$ cat config.mk
export PLATFORM = sky130hd
export DESIGN_NAME = wb_bus_arbiter
export DESIGN_NICKNAME = d
export VERILOG_FILES = /design/src/rtl/wb_arb_pkg.sv /design/src/rtl/wb_arb_watchdog.sv /design/src/rtl/wb_bus_arbiter.sv
export SDC_FILE = /design/constraint.sdc
export NUM_CORES = 1
export LEC_CHECK = 0
export CAP_MARGIN = 20
export CELL_PAD_IN_SITES_DETAIL_PLACEMENT = 0
export CELL_PAD_IN_SITES_GLOBAL_PLACEMENT = 1
export CORE_MARGIN = 1.5
export CORE_UTILIZATION = 16
export DETAILED_ROUTE_END_ITERATION = 6
export HOLD_SLACK_MARGIN = 0.02
export MAX_ROUTING_LAYER = met4
export PLACE_DENSITY_LB_ADDON = 0.1
export SLEW_MARGIN = 5
export SYNTH_ARGS = -nofsm -noshare
export SYNTH_HDL_FRONTEND = slang
export SYNTH_SLANG_ARGS = --single-unit
$ cat constraint.sdc
create_clock -name WBs_CLK_i -period 6.4 [get_ports WBs_CLK_i]
set_clock_uncertainty 0.2 [all_clocks]
set_input_delay 0.96 -clock WBs_CLK_i [delete_from_list [all_inputs] [get_ports WBs_CLK_i]]
set_output_delay 0.96 -clock WBs_CLK_i [all_outputs]
set_load 0.01 [all_outputs]
$ cat src/rtl/wb_arb_pkg.sv
// ---------------------------------------------------------------------------
// wb_arb_pkg
// Shared definitions for the two-requester Wishbone arbiter:
//   - arb_state_t      : grant FSM state encoding
//   - TMO_RD_VALUE_DEF : read value handed back when a transfer times out
//   - REQ0 / REQ1      : requester index constants (AHB bridge / engine)
//   - grant_state()    : maps a requester index onto its grant state
// ---------------------------------------------------------------------------
package wb_arb_pkg;

  typedef enum logic [1:0] {
    IDLE   = 2'd0,
    GRANT0 = 2'd1,
    GRANT1 = 2'd2,
    TMO    = 2'd3
  } arb_state_t;

  localparam logic [31:0] TMO_RD_VALUE_DEF = 32'hDEFFABAC;

  localparam logic REQ0 = 1'b0;
  localparam logic REQ1 = 1'b1;

  function automatic arb_state_t grant_state(input logic owner);
    return (owner == REQ1) ? GRANT1 : GRANT0;
  endfunction

endpackage

$ cat src/rtl/wb_arb_watchdog.sv
// ---------------------------------------------------------------------------
// wb_arb_watchdog
// Loadable saturating down-counter that flags a transfer which has been
// granted for LOAD_VALUE cycles without a slave acknowledge.
//
// Ports:
//   i_clk     in   clock
//   i_rst_n   in   async active-low reset, counter returns to LOAD_VALUE
//   i_load    in   reload the counter with LOAD_VALUE
//   i_enable  in   count down one step (a transfer is running)
//   i_ack     in   slave acknowledge this cycle, suppresses expiry
//   o_expire  out  combinational pulse on the last allowed cycle
// ---------------------------------------------------------------------------
module wb_arb_watchdog #(
  parameter int CNTR_WIDTH = 4,
  parameter int LOAD_VALUE = 15
) (
  input  logic i_clk,
  input  logic i_rst_n,
  input  logic i_load,
  input  logic i_enable,
  input  logic i_ack,
  output logic o_expire
);

  localparam logic [CNTR_WIDTH-1:0] LP_LOAD = CNTR_WIDTH'(LOAD_VALUE);
  localparam logic [CNTR_WIDTH-1:0] LP_ONE  = CNTR_WIDTH'(1);

  logic [CNTR_WIDTH-1:0] r_count;

  // Load has priority over counting; the count stops at zero rather than
  // wrapping so a stuck enable can never re-arm a fresh timeout window.
  always_ff @(posedge i_clk or negedge i_rst_n) begin
    if (!i_rst_n) begin
      r_count <= LP_LOAD;
    end else if (i_load) begin
      r_count <= LP_LOAD;
    end else if (i_enable && (r_count != '0)) begin
      r_count <= r_count - LP_ONE;
    end
  end

  // A slave acknowledge arriving on the final cycle beats the timeout.
  assign o_expire = i_enable & ~i_ack & (r_count == LP_ONE);

endmodule

$ cat src/rtl/wb_bus_arbiter.sv
// ---------------------------------------------------------------------------
// wb_bus_arbiter
// Round-robin arbiter sharing one Wishbone slave bus between requester 0
// (AHB-to-FPGA bridge) and requester 1 (internal engine). A grant is held
// for one complete transfer; a watchdog turns a transfer that never gets a
// slave ACK into an error acknowledge carrying TMO_RD_VALUE.
//
// Ports:
//   WBs_CLK_i, WBs_RSTn_i        clock, async active-low reset
//   M0_* / M1_* (inputs)         requester address/cycle/strobe/we/bytes/data
//   M0_DAT_o/M0_ACK_o, M1_...    read data and acknowledge per requester
//   WBs_*_o                      steered slave bus
//   WBs_DAT_i, WBs_ACK_i         slave read data and acknowledge
//   Tmo_Err_o, Tmo_Owner_o       sticky timeout flag, requester that timed out
//   Tmo_Clr_i                    clears Tmo_Err_o (a new timeout wins)
// ---------------------------------------------------------------------------
module wb_bus_arbiter
  import wb_arb_pkg::*;
#(
  parameter int                   ADDRWIDTH      = 17,
  parameter int                   DATAWIDTH      = 32,
  parameter int                   TMO_CNTR_WIDTH = 4,
  parameter int                   TMO_CYCLES     = 15,
  parameter logic [DATAWIDTH-1:0] TMO_RD_VALUE   = DATAWIDTH'(TMO_RD_VALUE_DEF)
) (
  input  logic                 WBs_CLK_i,
  input  logic                 WBs_RSTn_i,

  input  logic [ADDRWIDTH-1:0] M0_ADR_i,
  input  logic                 M0_CYC_i,
  input  logic                 M0_STB_i,
  input  logic                 M0_WE_i,
  input  logic [3:0]           M0_BYTE_STB_i,
  input  logic [DATAWIDTH-1:0] M0_DAT_i,
  output logic [DATAWIDTH-1:0] M0_DAT_o,
  output logic                 M0_ACK_o,

  input  logic [ADDRWIDTH-1:0] M1_ADR_i,
  input  logic                 M1_CYC_i,
  input  logic                 M1_STB_i,
  input  logic                 M1_WE_i,
  input  logic [3:0]           M1_BYTE_STB_i,
  input  logic [DATAWIDTH-1:0] M1_DAT_i,
  output logic [DATAWIDTH-1:0] M1_DAT_o,
  output logic                 M1_ACK_o,

  output logic [ADDRWIDTH-1:0] WBs_ADR_o,
  output logic                 WBs_CYC_o,
  output logic                 WBs_STB_o,
  output logic                 WBs_WE_o,
  output logic [3:0]           WBs_BYTE_STB_o,
  output logic [DATAWIDTH-1:0] WBs_DAT_o,
  input  logic [DATAWIDTH-1:0] WBs_DAT_i,
  input  logic                 WBs_ACK_i,

  output logic                 Tmo_Err_o,
  output logic                 Tmo_Owner_o,
  input  logic                 Tmo_Clr_i
);

  arb_state_t r_state;
  arb_state_t w_stateNext;
  logic       r_lastOwner;
  logic       r_tmoErr;
  logic       r_tmoOwner;

  logic       w_req0;
  logic       w_req1;
  logic       w_granted;
  logic       w_owner;
  logic       w_ownerCyc;
  logic       w_ownerStb;
  logic       w_wdLoad;
  logic       w_wdEnable;
  logic       w_wdExpire;
  logic       w_tmoEnter;

  assign w_req0 = M0_CYC_i & M0_STB_i;
  assign w_req1 = M1_CYC_i & M1_STB_i;

  assign w_granted = (r_state == GRANT0) || (r_state == GRANT1);

  // While in TMO the grant state is gone, but r_lastOwner was already
  // updated on the way in, so it names the requester being error-acked.
  assign w_owner    = (r_state == TMO) ? r_lastOwner : (r_state == GRANT1);
  assign w_ownerCyc = (w_owner == REQ1) ? M1_CYC_i : M0_CYC_i;
  assign w_ownerStb = (w_owner == REQ1) ? M1_STB_i : M0_STB_i;

  assign w_tmoEnter = w_granted && (w_stateNext == TMO);

  wb_arb_watchdog #(
    .CNTR_WIDTH (TMO_CNTR_WIDTH),
    .LOAD_VALUE (TMO_CYCLES)
  ) u_watchdog (
    .i_clk    (WBs_CLK_i),
    .i_rst_n  (WBs_RSTn_i),
    .i_load   (w_wdLoad),
    .i_enable (w_wdEnable),
    .i_ack    (WBs_ACK_i),
    .o_expire (w_wdExpire)
  );

  // Grant FSM. IDLE always sits between two grants, which is what lets the
  // other requester in after every transfer. Abort is checked before the
  // slave ACK so a requester that already left never receives one.
  always_comb begin
    w_stateNext = r_state;
    w_wdLoad    = 1'b0;
    w_wdEnable  = 1'b0;
    case (r_state)
      IDLE: begin
        w_wdLoad = 1'b1;
        if (w_req0 && w_req1) begin
          w_stateNext = (r_lastOwner == REQ0) ? GRANT1 : GRANT0;
        end else if (w_req0) begin
          w_stateNext = grant_state(REQ0);
        end else if (w_req1) begin
          w_stateNext = grant_state(REQ1);
        end
      end
      GRANT0, GRANT1: begin
        w_wdEnable = w_ownerCyc;
        if (!w_ownerCyc) begin
          w_stateNext = IDLE;
        end else if (WBs_ACK_i) begin
          w_stateNext = IDLE;
        end else if (w_wdExpire) begin
          w_stateNext = TMO;
        end
      end
      TMO: begin
        w_wdLoad    = 1'b1;
        w_stateNext = IDLE;
      end
      default: begin
        w_stateNext = IDLE;
      end
    endcase
  end

  // State, round-robin memory and the sticky timeout flag. A timeout being
  // raised takes precedence over a simultaneous clear request.
  always_ff @(posedge WBs_CLK_i or negedge WBs_RSTn_i) begin
    if (!WBs_RSTn_i) begin
      r_state     <= IDLE;
      r_lastOwner <= REQ1;
      r_tmoErr    <= 1'b0;
      r_tmoOwner  <= REQ0;
    end else begin
      r_state <= w_stateNext;
      if (w_granted && (w_stateNext != r_state)) begin
        r_lastOwner <= w_owner;
      end
      if (w_tmoEnter) begin
        r_tmoErr   <= 1'b1;
        r_tmoOwner <= w_owner;
      end else if (Tmo_Clr_i) begin
        r_tmoErr <= 1'b0;
      end
    end
  end

  // Steering mux. Everything is decoded from the registered state, so an
  // asynchronous reset drops strobes and acknowledges immediately.
  always_comb begin
    WBs_ADR_o      = '0;
    WBs_CYC_o      = 1'b0;
    WBs_STB_o      = 1'b0;
    WBs_WE_o       = 1'b0;
    WBs_BYTE_STB_o = '0;
    WBs_DAT_o      = '0;
    M0_ACK_o       = 1'b0;
    M1_ACK_o       = 1'b0;
    M0_DAT_o       = '0;
    M1_DAT_o       = '0;
    if (w_granted) begin
      WBs_ADR_o      = (w_owner == REQ1) ? M1_ADR_i      : M0_ADR_i;
      WBs_WE_o       = (w_owner == REQ1) ? M1_WE_i       : M0_WE_i;
      WBs_BYTE_STB_o = (w_owner == REQ1) ? M1_BYTE_STB_i : M0_BYTE_STB_i;
      WBs_DAT_o      = (w_owner == REQ1) ? M1_DAT_i      : M0_DAT_i;
      WBs_CYC_o      = w_ownerCyc;
      WBs_STB_o      = w_ownerCyc & w_ownerStb;
      if (w_owner == REQ1) begin
        M1_ACK_o = w_ownerCyc & WBs_ACK_i;
        M1_DAT_o = WBs_DAT_i;
      end else begin
        M0_ACK_o = w_ownerCyc & WBs_ACK_i;
        M0_DAT_o = WBs_DAT_i;
      end
    end else if (r_state == TMO) begin
      if (w_owner == REQ1) begin
        M1_ACK_o = 1'b1;
        M1_DAT_o = TMO_RD_VALUE;
      end else begin
        M0_ACK_o = 1'b1;
        M0_DAT_o = TMO_RD_VALUE;
      end
    end
  end

  assign Tmo_Err_o   = r_tmoErr;
  assign Tmo_Owner_o = r_tmoOwner;

endmodule

# After elaboration in Yosys (flattened, before gate mapping)

Cells that the tools add are included.

$add $sub $neg: 1
Equal/unequal tests: 6
Multiplexer cells: 43
Bitwise operators: 7
Reductions and logical operators: 11

Operator list:

| cell                | count |
|---|---|
| $mux 32             | 10 |
| $mux 17             | 2 |
| $mux 1              | 19 |
| $mux 4              | 4 |
| $mux 2              | 7 |
| $and 1x1->1         | 6 |
| $eq 2x2->1 const B  | 3 |
| $pmux 2 s3          | 1 |
| $eq 4x1->1 const B  | 1 |
| $logic_and 1x1->1   | 4 |
| $reduce_bool 2->1   | 2 |
| $reduce_bool 4->1   | 1 |
| $reduce_or 2->1     | 2 |
| $sub 4x1->4 const B | 1 |
| $eq 2x1->1 const B  | 1 |
| $logic_not 2->1     | 1 |
| $ne 2x2->1          | 1 |
| $logic_or 1x1->1    | 1 |
| $not 1->1           | 1 |

Flip-flop bits (word level): 9
Bits of input ports: 148
Output and inout port bits: 124
Logic and storage cells: 73

# Depth between registers and ports, before layout

Gate-level depths: netlist (run 1).

Depth in word-level cells: 13
Gate-level depth with buffers: 8
Gate-level depth less buffers: 7

# Hierarchy

A second synthesis (run 1) with hierarchy kept.

Cell total of the unflattened synthesis: 353
Area, all modules: 1,911.8 µm²

By module, submodules not included:

| module          | times used | cells each | area an instance (µm²) | seq. area each (µm²) |
|---|---|---|---|---|
| wb_bus_arbiter  | 1          | 329        | 1,661.6                | 126.4 |
| wb_arb_watchdog | 1          | 24         | 250.2                  | 105.1 |

# Least setup slack after synthesis (run 1)

No wires, ideal clock.

Path kind: register to output
Start point: register r_state[1]
End point: output port WBs_ADR_o[0]
Arrival time: 2.001 ns
Data required time: 5.240 ns
Path slack: 3.239 ns
Stages on the path, launching flop included: 7
Buffers on the path: 2
Cells stage by stage: dfrtp_1 -> ha_1 -> mux2i_4 -> clkbuf_1 -> clkbuf_1 -> nand2_1 -> a21boi_0

Longest elaborated chain between the ends: 4
Elaborated cells on any way between the ends: 7
Those cells by class: eq/ne (3); mux (3); reduce/logical (1)

Ends and longest elaborated chain:

| what                          | line                                       | source |
|---|---|---|
| from (decl)                   | wb_bus_arbiter.sv:61                       | `arb_state_t r_state;` |
| from (signal assigned)        | wb_bus_arbiter.sv:150                      | `r_state <= w_stateNext;` |
| $eq 2x2->1 (on tied branches) | wb_bus_arbiter.sv:81, wb_bus_arbiter.sv:85 |  |
| $mux 1                        | wb_bus_arbiter.sv:85                       | `assign w_owner = (r_state == TMO) ? r_lastOwner : (r_state == GRANT1);` |
| $mux 17                       | wb_bus_arbiter.sv:177                      | `WBs_ADR_o = (w_owner == REQ1) ? M1_ADR_i : M0_ADR_i;` |
| $mux 17 *                     | wb_bus_arbiter.sv:176                      | `if (w_granted) begin` |
| to (decl)                     | wb_bus_arbiter.sv:47                       | `output logic [ADDRWIDTH-1:0] WBs_ADR_o,` |

Every way passes the cells marked *; elsewhere a longest branch is shown, timed or not.

# Worst setup path in the final report (run 1)

Start point: register r_state[1]
End point: output port WBs_ADR_o[16]

The elaborated chain is that of the path after synthesis.

==> impl.org, run 1 <==
** Hold path
- Type of the tightest min-delay check :: reg -> reg
- Hold Crit Depth :: 2
- Startpoint of the most critical hold path :: u_watchdog.r_count[1]$_DFFE_PN1P_
- For hold timing, the worst endpoint is u_watchdog.r_count[1]$_DFFE_PN1P_.

** Floorplan
- Die outline width :: 116 um
- Starting density of the core :: 16.3%
- From bottom edge to top edge, the die measures 116 um.
- Site Rows :: 41
- Die footprint :: 13500 um^2
- Standard cell core area :: 12600 um^2
- 272 I/O pins were placed.

** Route
- For this run, design rule violations remaining after detail routing come to 0.
- The detailed router finished its first iteration with 140 violations.
- Number of routed nets with antenna violations :: 0
- The routed layout has 3352 vias.
- Routed length per placed instance :: 15.6 um
- Using the TritonRoute via totals, the vias-per-cell ratio works out to 4.34.
- Count of TritonRoute iterations in the first routing pass :: 4
- Final wirelength :: 12000 um

** Synthesis
- When the netlist entered floorplanning its net count stood at 509.
- Adder-cell share of the synthesized area :: 3.05%
- Xor/xnor cell area share of the yosys netlist :: 0.853%
- Number of different library cells in the post-synthesis netlist :: 34
- In this run the cell area of the synthesized design comes to 2050 um^2.
- Top post-synthesis cells by area :: sky130_fd_sc_hd__nand2_1 25%, sky130_fd_sc_hd__a21boi_0 20%, sky130_fd_sc_hd__o21ai_0 12%
- Synth area leader :: sky130_fd_sc_hd__nand2_1
- Dominant combinational cell family by area after synthesis :: compound AO/OA/AOI/OAI gates
- Synth top area share :: 25.2%
- Sequential element share of the synthesized area :: 11.3%
- Measured against the total synthesized area, the mux share comes to 3.96%.
- Of the total synthesized cell area, the portion taken by AND, OR, NAND and NOR gates is 36.7%.
- The synthesized netlist devotes 36.8% of its cell area to compound gates.
- Average footprint of a synthesized cell :: 5.77 um^2
- During synthesis, Yosys emitted a total of 0 warnings.
- Synthesis inferred 9 register bits.
- Syn Inst Count :: 356

** Cells and area
- Compared with the post-synthesis result, the final layout area differs by 142%.
- The net count of the finished layout is 754.
- 0 antenna diodes ended up in the layout.
- Layout cells sized above 1 :: 3.00%
- In the layout the commonest cells are 271 x sky130_fd_sc_hd__clkdlybuf4s50_1, 138 x sky130_fd_sc_hd__nand2_1, 55 x sky130_fd_sc_hd__a21boi_0.
- Most frequent standard cell in the layout excluding fill and tap cells :: sky130_fd_sc_hd__clkdlybuf4s50_1
- The layout has 1344 filler cells.

** Place
- The HPWL after detailed placement is 9410 um.
- Input and output buffers added on the ports amount to 271.
- Final weighted congestion of routability-driven global placement :: 0.817

** GRT
- Initial antenna violation count :: 0
- Overflow after GRT :: 0
- Pin count of the biggest net entering global routing :: 90
- The first global-routing pass estimated 17500 um of wire.
- Global routing used 17.1% of the available tracks across all layers.
- The number of global-route vias before repair came to 3238.

** Worst setup path
- Reg-to-Reg End :: Tmo_Owner_o$_DFFE_PN0P_
- In this design, the stage delay of the slowest critical-path cell is 0.94 ns.
- The critical path in this run is classified as reg -> out.
- Highest-delay cell along the critical path :: sky130_fd_sc_hd__ha_2
- Critical path endpoint category :: output port
- Register-to-Register Setup Slack :: 2.75 ns
- The worst register-to-register path begins at r_state[1]$_DFF_PN0_.
- At the worst endpoint, the required time is 5.24 ns.
- Critical path fanouts, max :: 62
- The worst setup path is launched from a flop.
- Data arrival time at the worst-slack endpoint :: 3.20 ns
- Measured in cells, the most critical reg-to-reg path has a length of 8.
- The signal on the critical path passes through inv_1, ha_2, buf_4, a21boi_0, clkdlybuf4s50_1.

** Timing
- At the pin with the least slew margin, the transition time is 0.922 ns.
- Derived from the worst setup path, the maximum achievable clock frequency is 229 MHz.
- Final Cycle Share :: 68.1%
- Final setup viols :: 0
- Adding up every negative setup slack in the final design gives 0 ns.
- The number of slew-limit violations in the final report was 0.
- The number of endpoints with negative hold slack in the final report was 0.
- Fin crit period :: 4.36 ns
- RSZ-0062 raised after global routing :: no
- Worst relative slew slack :: 38.6%

** Power
- Total power divided by cell area :: 424 nW/um^2
- Total power for the finished layout comes to 2110 uW.
- VDD sags by at most 0.281 mV.
- Leakage power total :: 0.00192 uW

** CTS
- Total number of clock tree sinks :: 9
- Clock input transition at the sequential cells of the worst setup and hold paths :: 0.04 ns
- Number of buffers created by CTS :: 3
- Clock tree from TritonCTS :: done
- Hold_buf cts :: 0
- Clock latency of the later-clocked register in the worst-skew pair :: 0.23 ns
- Root Driver :: sky130_fd_sc_hd__clkbuf_16
- Number of setup buffers added after CTS :: 0
- Buffer depth of the longest clock path :: 2
- CTS built an H-tree with a depth of 1.
- Gates resized during post-CTS repair numbered 0.

** Run status
- The flow ran to the end, and the final reports show no timing, DRC or antenna violations.

** Job
- Across the run, the number of max-cap violations was 0.
==> how the worst max path moves through the flow <==
stage | startpoint | end | slack, ns | cells after the start
after floorplan | r_state[1]$_DFF_PN0_ | WBs_ADR_o[0] | 3.24 | 6
after global placement | r_state[1]$_DFF_PN0_ | WBs_DAT_o[11] | 2.19 | 6
after detailed placement | r_state[1]$_DFF_PN0_ | WBs_DAT_o[31] | 2.18 | 6
after CTS | r_state[1]$_DFF_PN0_ | WBs_DAT_o[31] | 1.93 | 6
after global routing | r_state[0]$_DFF_PN0_ | M1_DAT_o[18] | 1.75 | 6
final | r_state[1]$_DFF_PN0_ | WBs_ADR_o[16] | 2.04 | 5
==> cell type report <==
class	count	area, um^2	share of cell area, %
inverters	5	18.8	0.377
repair buffers	275	2760	55.4
well taps	172	215	4.33
multi-input cells	307	1670	33.7
flip-flops and latches	9	231	4.65
clock buffers	4	78.8	1.58
==> power by group <==
| part | switching (uW) | internal, uW | leakage (uW) | total [uW] |
|---|---|---|---|---|
| Clock | 25.0 | 83.1 | 0.0000382 | 108 |
| Sequential | 19.0 | 77.2 | 0.000106 | 96.1 |
| Combinational | 930 | 973 | 0.00177 | 1900 |
| Total | 974 | 1130 | 0.00192 | 2110 |
==> through the flow <==
stage	cells	hold slack, ns	util (%)	instance area (um^2)	worst slack [ns]
3_3_place_gp	767	0.301	38.8	4870	2.19
2_1_floorplan	356	0.285	-	2050	3.24
6_report	772	0.306	39.6	4970	2.04
4_1_cts	771	0.315	39.4	4950	1.93
5_1_grt	772	0.353	39.6	4970	1.75
3_5_place_dp	767	0.310	38.8	4870	2.18
==> cell usage after synthesis, drive strengths merged <==
| cell type | n |
|---|---|
| o22ai | 2 |
| o21ai | 51 |
| a21oi | 2 |
| dfrtp | 4 |
| and3 | 19 |
| xnor2 | 1 |
| mux2 | 4 |
| nor2 | 2 |
| o211a | 1 |
| and2 | 2 |
| dfstp | 5 |
| nand2b | 1 |
| mux2i | 2 |
| o32ai | 2 |
| or3 | 2 |
| nand2 | 138 |
| a21boi | 55 |
| ha | 5 |
| o221ai | 1 |
| clkbuf | 34 |
| nand3b | 1 |
| o211ai | 1 |
| o21a | 2 |
| or3b | 1 |
| nand4 | 1 |
| o31ai | 1 |
| xor2 | 1 |
| nor4bb | 2 |
| inv | 5 |
| nand3 | 7 |
| buf | 1 |
==> sequential cells by signal, summed over array words and instances (netlist names) <==
| name | count |
|---|---|
| Tmo_Err_o | 1 |
| Tmo_Owner_o | 1 |
| r_state | 2 |
| u_watchdog.r_count | 4 |
| r_lastOwner | 1 |
==> logic make-up (layout without fill, tap and decap cells) <==
family	after synthesis	count (layout)
simple gates	176	176
compound gates	118	118
buf+inv	40	284
flops	9	9
mux	6	6
fa+ha+maj	5	5
xor+xnor	2	2
==> layer usage <==
layer	wire, um	GRT usage (%)
met1	4580	17.8
met2	6190	33.8
met3	1150	3.74
met4	108	1.46
met5	0	-
==> worst max-delay path, delay by kind of cell (launching register included) <==
kind                     cells  cell delay [ns]
buffers and inverters        3             1.25
adder cells (fa/ha/maj)      1             0.94
flip-flops                   1             0.44
AO/OA/AOI/OAI                1             0.31
No activity file was read; power rests on OpenSTA's default activity.
==> inputs of run 2 (changes only) <==
--- a/config.mk
+++ b/config.mk
@@ -9,7 +9,7 @@
 export CELL_PAD_IN_SITES_DETAIL_PLACEMENT = 0
 export CELL_PAD_IN_SITES_GLOBAL_PLACEMENT = 1
 export CORE_MARGIN = 1.5
-export CORE_UTILIZATION = 16
+export CORE_UTILIZATION = 13
 export DETAILED_ROUTE_END_ITERATION = 6
 export HOLD_SLACK_MARGIN = 0.02
 export MAX_ROUTING_LAYER = met4
==> constraint.sdc (replaced) <==
create_clock -name WBs_CLK_i -period 3.6 [get_ports WBs_CLK_i]
set_clock_uncertainty 0.2 [all_clocks]
set_input_delay 0.54 -clock WBs_CLK_i [delete_from_list [all_inputs] [get_ports WBs_CLK_i]]
set_output_delay 0.54 -clock WBs_CLK_i [all_outputs]
set_load 0.01 [all_outputs]
==> run 2 against run 1 <==
  * Total power grew 83%
  * Via count grew 2.2%
  * Global-route usage shrank 2.4 points
  * First-iteration DRC count is the same
  * Flip-flop and latch count is the same
  * Highest routed layer unchanged
  * Wire length grew 4.5%
  * Clock-buffer cell count is the same
  * Cell count grew 5.8%
  * Core utilization shrank 6.5 points
  * Critical path depth grew 1
==> impl.org, run 2 (same netlist as run 1, synthesis figures left out) <==
** Run status
- The run finished with clean final reports.

** Floorplan
- In this run the core area contains 45 standard-cell rows.
- Pin placement for this block handled 272 I/O pins.
- Standard cell core area :: 15300 um^2
- Die Y-Extent :: 129 um
- The floorplan step set the die width to 129 um.
- Die footprint :: 16600 um^2
- The initial utilization of the core area, before any placement, comes to 13.4%.

** Cells and area
- The sequential cells in the finished layout cover a total of 231 um^2.
- Most frequent standard cell in the layout excluding fill and tap cells :: sky130_fd_sc_hd__clkdlybuf4s50_1
- Biggest regs :: u_watchdog.r_count (4), r_state (2)
- Number of flip-flops under the largest register name :: 4
- Relative to the synthesized area, the layout overhead comes to 147%.
- Register with the most flip-flops :: u_watchdog.r_count
- Number of nets at the end of the flow :: 760
- In the final layout, the multi-input gates occupy 1670 um^2.
- In the final layout, the share of cells above drive strength 1 is 3.96%.
- Final Non-Filler Cells :: 817
- Diode insertion count for antenna repair :: 0
- After filler insertion, the fill cell instance count of the layout stands at 1667.
- Leading cell types in the layout, fill and taps excluded :: 271 x sky130_fd_sc_hd__clkdlybuf4s50_1, 138 x sky130_fd_sc_hd__nand2_1, 55 x sky130_fd_sc_hd__a21boi_0
- Cells fill 33.1% of the core in the end.

** Timing
- Transition at the pin with the smallest max-transition slack :: 0.475 ns
- Worst relative slew slack :: 68.3%
- The number of endpoints with negative hold slack in the final report came to 0.
- Slew Limit Fails :: 0
- RSZ-0062 raised after global routing :: yes
- Setup WS post-layout :: 0.173 ns
- The routed design could run at a clock period as short as 3.43 ns.
- Of the available clock period, the critical path in the final layout requires 95.2%.
- Maximum operating frequency :: 292 MHz
- Final hold slack :: 0.308 ns
- Setup violations remaining at the end of the flow were counted as 0.

** Route
- Remaining routing DRC violations :: 0
- Final wirelength :: 12600 um
- Detailed-route via count :: 3427
- The first detailed-routing pass ran for 4 iterations.
- Using the TritonRoute via totals, the vias-per-cell ratio works out to 4.19.
- Routed length per placed instance :: 15.4 um
- Iter 0 DRT Violations :: 140
- Number of routed nets with antenna violations :: 0

** Worst setup path
- The largest single stage delay on the critical path is 0.60 ns.
- The signal on the critical path passes through ha_1, mux2i_4, buf_4, nand2_1, a21boi_0, clkdlybuf4s50_1.
- For this design, the slowest cell found on the critical path is sky130_fd_sc_hd__clkdlybuf4s50_1.
- At the worst endpoint, the required time is 2.86 ns.
- Of all nets on the critical path, the largest fanout is 37.
- Data arrival time at the worst-slack endpoint :: 2.69 ns
- The worst setup path is launched from a flop.
- The worst setup path is captured at an output port.
- By startpoint and endpoint, the worst setup path is classified as reg -> out.

** CTS
- Total number of clock tree sinks :: 9
- The tree is rooted in a sky130_fd_sc_hd__clkbuf_16.
- Clock latency of the later-clocked register in the worst-skew pair :: 0.23 ns
- Clock tree from TritonCTS :: done
- Total number of H-tree levels :: 1
- Clock input transition at the sequential cells of the worst setup and hold paths :: 0.04 ns
- TritonCTS created 3 clock buffers.
- For this design, the CTS-stage hold fixing added 0 buffers.
- Buffer depth of the longest clock path :: 2

** Job
- Across the run, the number of max-cap violations was 0.

** GRT
- Via count of the first global-routing pass :: 3441
- Entering global routing, the biggest net connects 45 pins.
- The initial antenna violation count was 0.
- Wire length of the first global-routing pass :: 18600 um
- Summed over all layers, the global routing overflow is 0.
- In the global route stage, overall resource usage came out at 14.7%.

** Power
- Tot Pwr :: 3850 uW
- Power spread over the standard cell area amounts to 759 nW/um^2.
- In this run the static leakage power is 0.00195 uW.
- Largest voltage drop on the vdd net :: 0.240 mV

** Place
- After detailed placement, the design holds a cell count of 813.
- At the end of routability-driven placement, the weighted congestion stood at 0.832.
- Input and output buffers added on the ports amount to 271.
- Worst setup timing slack at the placement stage :: 0.364 ns
- After legalization and detailed placement, the total HPWL measured 9960 um.

** Hold path
- Type of the tightest min-delay check :: reg -> reg
## run 2: cell count changes in the layout (fill, tap and decap cells not counted), sizes merged
| cell | previous run | this run |
|---|---|---|
| buf | 4 | 10 |
## run 2: power by group
group / leakage [uW] / switching, uW / total [uW] / internal [uW]
Sequential: 0.000106 / 35.6 / 173 / 137
Clock: 0.0000382 / 43.9 / 191 / 148
Combinational: 0.00180 / 1720 / 3480 / 1760
## run 2: final cells by class
type	count	share of cell area, %
flip-flops and latches	9	4.57
inverters	5	0.370
clock buffers	4	1.56
repair buffers	281	55.3
well taps	211	5.21
multi-input cells	307	33.0
## run 2: worst paths after layout
check / startpoint / end / slack, ns / cells past startpoint
max: r_state[1]$_DFF_PN0_ / WBs_ADR_o[3] / 0.17 / 6
min reg2reg: Tmo_Owner_o$_DFFE_PN0P_ / Tmo_Owner_o$_DFFE_PN0P_ / 0.31 / 1
max in group asynchronous: WBs_RSTn_i / u_watchdog.r_count[0]$_DFFE_PN1P_ / 2.46 / 1
min: Tmo_Owner_o$_DFFE_PN0P_ / Tmo_Owner_o$_DFFE_PN0P_ / 0.31 / 1
max reg2reg: r_state[1]$_DFF_PN0_ / r_lastOwner$_DFFE_PN1P_ / 0.69 / 7
min in group asynchronous: WBs_RSTn_i / r_state[1]$_DFF_PN0_ / 0.41 / 1
## run 2: worst max-delay path, delay by kind of cell, from the launching register on
| kind | cells | cell delay [ns] |
|---|---|---|
| adders and majority gates | 1 | 0.32 |
| and+or+nand+nor | 1 | 0.10 |
| muxes | 1 | 0.28 |
| DFF | 1 | 0.46 |
| AOI/OAI and AO/OA | 1 | 0.27 |
| buffers and inverters | 2 | 1.00 |
## run 2: per-stage QoR
stage          instance area (um^2)  TNS [ns]
2_1_floorplan                  2050         0
3_3_place_gp                   4990         0
3_5_place_dp                   4990         0
4_1_cts                        5070         0
5_1_grt                        5070   -0.0657
6_report                       5070         0
## run 2: layer usage
metal	vias to the layer above	GRT usage [%]	routed length (um)
met2	184	28.5	6450
li1	1705	-	-
met1	1532	15.8	4930
met3	6	2.74	1070
met4	0	1.59	107
met5	-	-	0
## run 2: repair_timing
action	in CTS	in global routing
setup endpoints to repair	0	3
gates resized for setup	0	0
setup buffers	0	0
==> inputs of run 3 (changes only) <==
--- a/config.mk
+++ b/config.mk
@@ -5,11 +5,13 @@
 export SDC_FILE = /design/constraint.sdc
 export NUM_CORES = 1
 export LEC_CHECK = 0
+export ABC_AREA = 1
 export CAP_MARGIN = 20
 export CELL_PAD_IN_SITES_DETAIL_PLACEMENT = 0
 export CELL_PAD_IN_SITES_GLOBAL_PLACEMENT = 1
+export CORE_ASPECT_RATIO = 0.7
 export CORE_MARGIN = 1.5
-export CORE_UTILIZATION = 13
+export CORE_UTILIZATION = 12
 export DETAILED_ROUTE_END_ITERATION = 6
 export HOLD_SLACK_MARGIN = 0.02
 export MAX_ROUTING_LAYER = met4
==> run 3 against run 2 <==
  * Design area down 2.5%
  * Hold slack worse by 0.032 ns
  * Flip-flop and latch count unchanged
  * Maximum frequency up 2.7%
  * Critical path type unchanged
==> impl.org, run 3 <==
** Cells and area
- The area growth from synthesis to layout is 157%.
- Leading cell types in the layout, fill and taps excluded :: 271 x sky130_fd_sc_hd__clkdlybuf4s50_1, 120 x sky130_fd_sc_hd__nor2_1, 104 x sky130_fd_sc_hd__o21ai_0
- After routing the design area is 4940 um^2.
- Fillers :: 1701
- Of the cells placed in the final design, the portion with a size suffix greater than 1 is 5.85%.
- At the end of the flow, the number of nets in the layout was 787.
- Total area of sequential cells :: 231 um^2
- In the final layout, the multi-input gates occupy 1470 um^2.
- Leaving out fill and tap cells, the most frequent cell in the layout is sky130_fd_sc_hd__clkdlybuf4s50_1.
- Biggest regs :: u_watchdog.r_count (4), r_state (2)
- Register with the most flip-flops :: u_watchdog.r_count
- Diode insertion count for antenna repair :: 0
- Number of flip-flops under the largest register name :: 4

** Worst setup path
- Worst Path Class, Setup :: reg -> out
- Critical path fanouts, max :: 81
- Data arrival time at the worst-slack endpoint :: 2.60 ns
- Broken down by cell family, the worst path's largest delay share belongs to buffers and inverters.
- For this run, the slowest stage of the critical path takes 0.57 ns.
- Required time of the critical path :: 2.86 ns
- STA classifies the critical path endpoint as an output port.
- The critical path starts at r_state[1]$_DFF_PN0_.
- Highest-delay cell along the critical path :: sky130_fd_sc_hd__clkdlybuf4s50_1
- Cell chain of the critical path :: ha_1, inv_1, nand2_2, nand2_4, buf_12, nand2_1, o21ai_0, clkdlybuf4s50_1
- STA classifies the critical path startpoint as a flop.
- CP Buf/Inv Count :: 3
- Reg2reg start :: r_state[1]$_DFF_PN0_

** Synthesis
- Of the total synthesized cell area, the portion taken by full adders, half adders and majority gates is 3.26%.
- Averaged over all synthesized cells, the footprint is 5.07 um^2.
- Most repeated cell in the gate-level netlist after synthesis :: sky130_fd_sc_hd__nor2_1
- Counting flops with an async set or reset pin after synthesis yields a share of 100%.
- Share of cell area taken by muxes after synthesis :: 0%
- After Yosys synthesis, and, or, nand and nor cells account for 42.8% of the synthesized area.
- Synthesis inferred 9 register bits.
- Xor/xnor cell area share of the yosys netlist :: 0%
- Counting distinct cell types in the post-synthesis netlist gives 23.
- Of the post-synthesis cell area, the dominant cell type holds 27.1%.
- The commonest cells after synthesis are 120 x sky130_fd_sc_hd__nor2_1, 104 x sky130_fd_sc_hd__o21ai_0, 47 x sky130_fd_sc_hd__nand2_1.
- In the synthesized netlist, the number of instances is 379.
- The Yosys step of the flow raised 0 warnings.
- Area of the mapped netlist :: 1920 um^2
- By area, the combinational part of the netlist is dominated by simple AND/OR/NAND/NOR gates.
- After synthesis, flip-flops and latches occupy 12.1% of the total area.
- Counting flops with a built-in enable in the synthesized netlist gives 0.
- Compound-gate portion of the synthesized area :: 30.2%
- Prevailing post-synth register cell :: sky130_fd_sc_hd__dfstp_2
- When the netlist entered floorplanning its net count stood at 532.
- sky130_fd_sc_hd__o21ai_0 takes more of the synthesized area than any other cell.
- Top post-synthesis cells by area :: sky130_fd_sc_hd__o21ai_0 27%, sky130_fd_sc_hd__nor2_1 23%, sky130_fd_sc_hd__nand2_1 9.2%

** Power
- Tot Pwr :: 4480 uW
- In this run the power density over the cells is 908 nW/um^2.
- Largest voltage drop on the vdd net :: 0.324 mV
- Leakage power total :: 0.00196 uW

** GRT
- Initial antenna violation count :: 0
- GRT Resource Usage Total :: 14.8%
- The number of global-route vias before repair was 3334.
- The total overflow left after global routing is 0.
- Pin count of the biggest net entering global routing :: 82
- The first global-routing pass estimated 18700 um of wire.

** Timing
- Summed over all failing endpoints, the final setup total negative slack is 0 ns.
- In the finished design, the share of the clock period the worst path needs comes to 92.7%.
- Setup violations remaining at the end of the flow were counted as 0.
- Transition at the pin with the smallest max-transition slack :: 0.457 ns
- The number of slew-limit violations in the final report was 0.
- Setup repair after global routing left no endpoint under its margin.
- Derived from the worst setup path, the maximum achievable clock frequency is 300 MHz.
- Worst relative slew slack :: 69.5%
- The number of endpoints with negative hold slack in the final report is 0.
- Fin crit period :: 3.34 ns

** Floorplan
- Starting density of the core :: 12.4%
- The die is 109 um tall.
- Site Rows :: 38
- Die outline width :: 154 um
- Standard cell core area :: 15500 um^2
- During I/O placement, the number of pins put on the boundary was 272.
- Die footprint :: 16800 um^2

** CTS
- TritonCTS built the clock tree.
- The clock reaches the later pin of the worst-skew pair after 0.24 ns.
- Hold_buf cts :: 0
- Total number of H-tree levels :: 1
- CTS placed an instance of sky130_fd_sc_hd__clkbuf_16 at the clock tree root.
- Number of buffers created by CTS :: 3
- Clock input transition at the sequential cells of the worst setup and hold paths :: 0.04 ns
- The longest clock path from root to sink contains 2 buffers.
- Total number of clock tree sinks :: 9
- Post-cts repair resize count :: 0
- In this run the post-CTS setup repair buffer count came out at 0.

** Run status
- The run finished with clean final reports.

** Hold path
- The worst hold path belongs to the class reg -> reg.
- The worst hold path begins at r_lastOwner$_DFFE_PN1P_.

** Route
- Ratio of routed vias to standard cells :: 4.02
- The final layout contains routed wiring with a total length of 12600 um.
- Routed length per placed instance :: 15.2 um
- For this run, the detailed router's first-pass iteration total came to 4.
- The detailed router finished its first iteration with 127 violations.
- Detailed-route via count :: 3346
- Remaining routing DRC violations :: 0
- The count of nets left with antenna violations once routing finished came out at 0.

** Job
- Count of max-cap constraint violations :: 0

** Place
- Port buffering added 271 buffers.
- Dpl cell area :: 4860 um^2
- Half-perimeter wire length after placement :: 9990 um
- At the end of routability-driven placement, the weighted congestion stood at 0.780.
run 3: cells by family (layout without fill, tap and decap cells):
logic type	after synthesis	count (layout)
and+or+nand+nor	194	194
AOI/OAI and AO/OA	115	115
DFF	9	9
adders and majority gates	5	5
buffers and inverters	56	310
run 3: cell type report:
| cell class | instances | share of cell area (%) |
|---|---|---|
| clock buffer | 4 | 1.60 |
| inverter | 27 | 2.08 |
| multi-input combinational | 314 | 29.7 |
| sequential | 9 | 4.69 |
| tap | 200 | 5.07 |
| timing repair buffer | 279 | 56.9 |
run 3: path summary, 6_finish.rpt:
kind | end | slack [ns] | depth (start not counted)
setup / recovery | M0_ACK_o | 0.26 | 8
hold / removal | r_lastOwner$_DFFE_PN1P_ | 0.28 | 2
setup reg to reg | Tmo_Owner_o$_DFFE_PN0P_ | 1.22 | 8
hold reg to reg | r_lastOwner$_DFFE_PN1P_ | 0.28 | 2
max in group asynchronous | r_lastOwner$_DFFE_PN1P_ | 2.43 | 1
min in group asynchronous | Tmo_Err_o$_DFFE_PN0P_ | 0.42 | 1
run 3: per-layer routing:
layer | routed length, um | GRT usage [%] | up-vias
met5 | 0 | - | -
met4 | 91 | 2.15 | 0
met3 | 904 | 3.42 | 6
met2 | 6080 | 25.6 | 137
met1 | 5560 | 18.0 | 1471
li1 | - | - | 1732
run 3: per-stage QoR:
step                instances  worst slack, ns  hold WS (ns)  util [%]
global placement          829            0.540         0.276      31.3
CTS                       833            0.285         0.279      31.8
global route              833           0.0479         0.320      31.8
floorplan                 379             1.21        0.0444         -
finish                    833            0.262         0.277      31.8
detailed placement        829            0.538         0.273      31.3
run 3: worst min-delay path: cells and delay by family (launching register included):
family | cells | cell delay (ns)
flip-flops | 1 | 0.37
AND/OR/NAND/NOR | 2 | 0.10
run 3: power by group:
group | switching [uW] | internal (uW) | total (uW)
combinational | 2150 | 1960 | 4110
sequential | 25.3 | 144 | 169
clock | 50.9 | 148 | 199
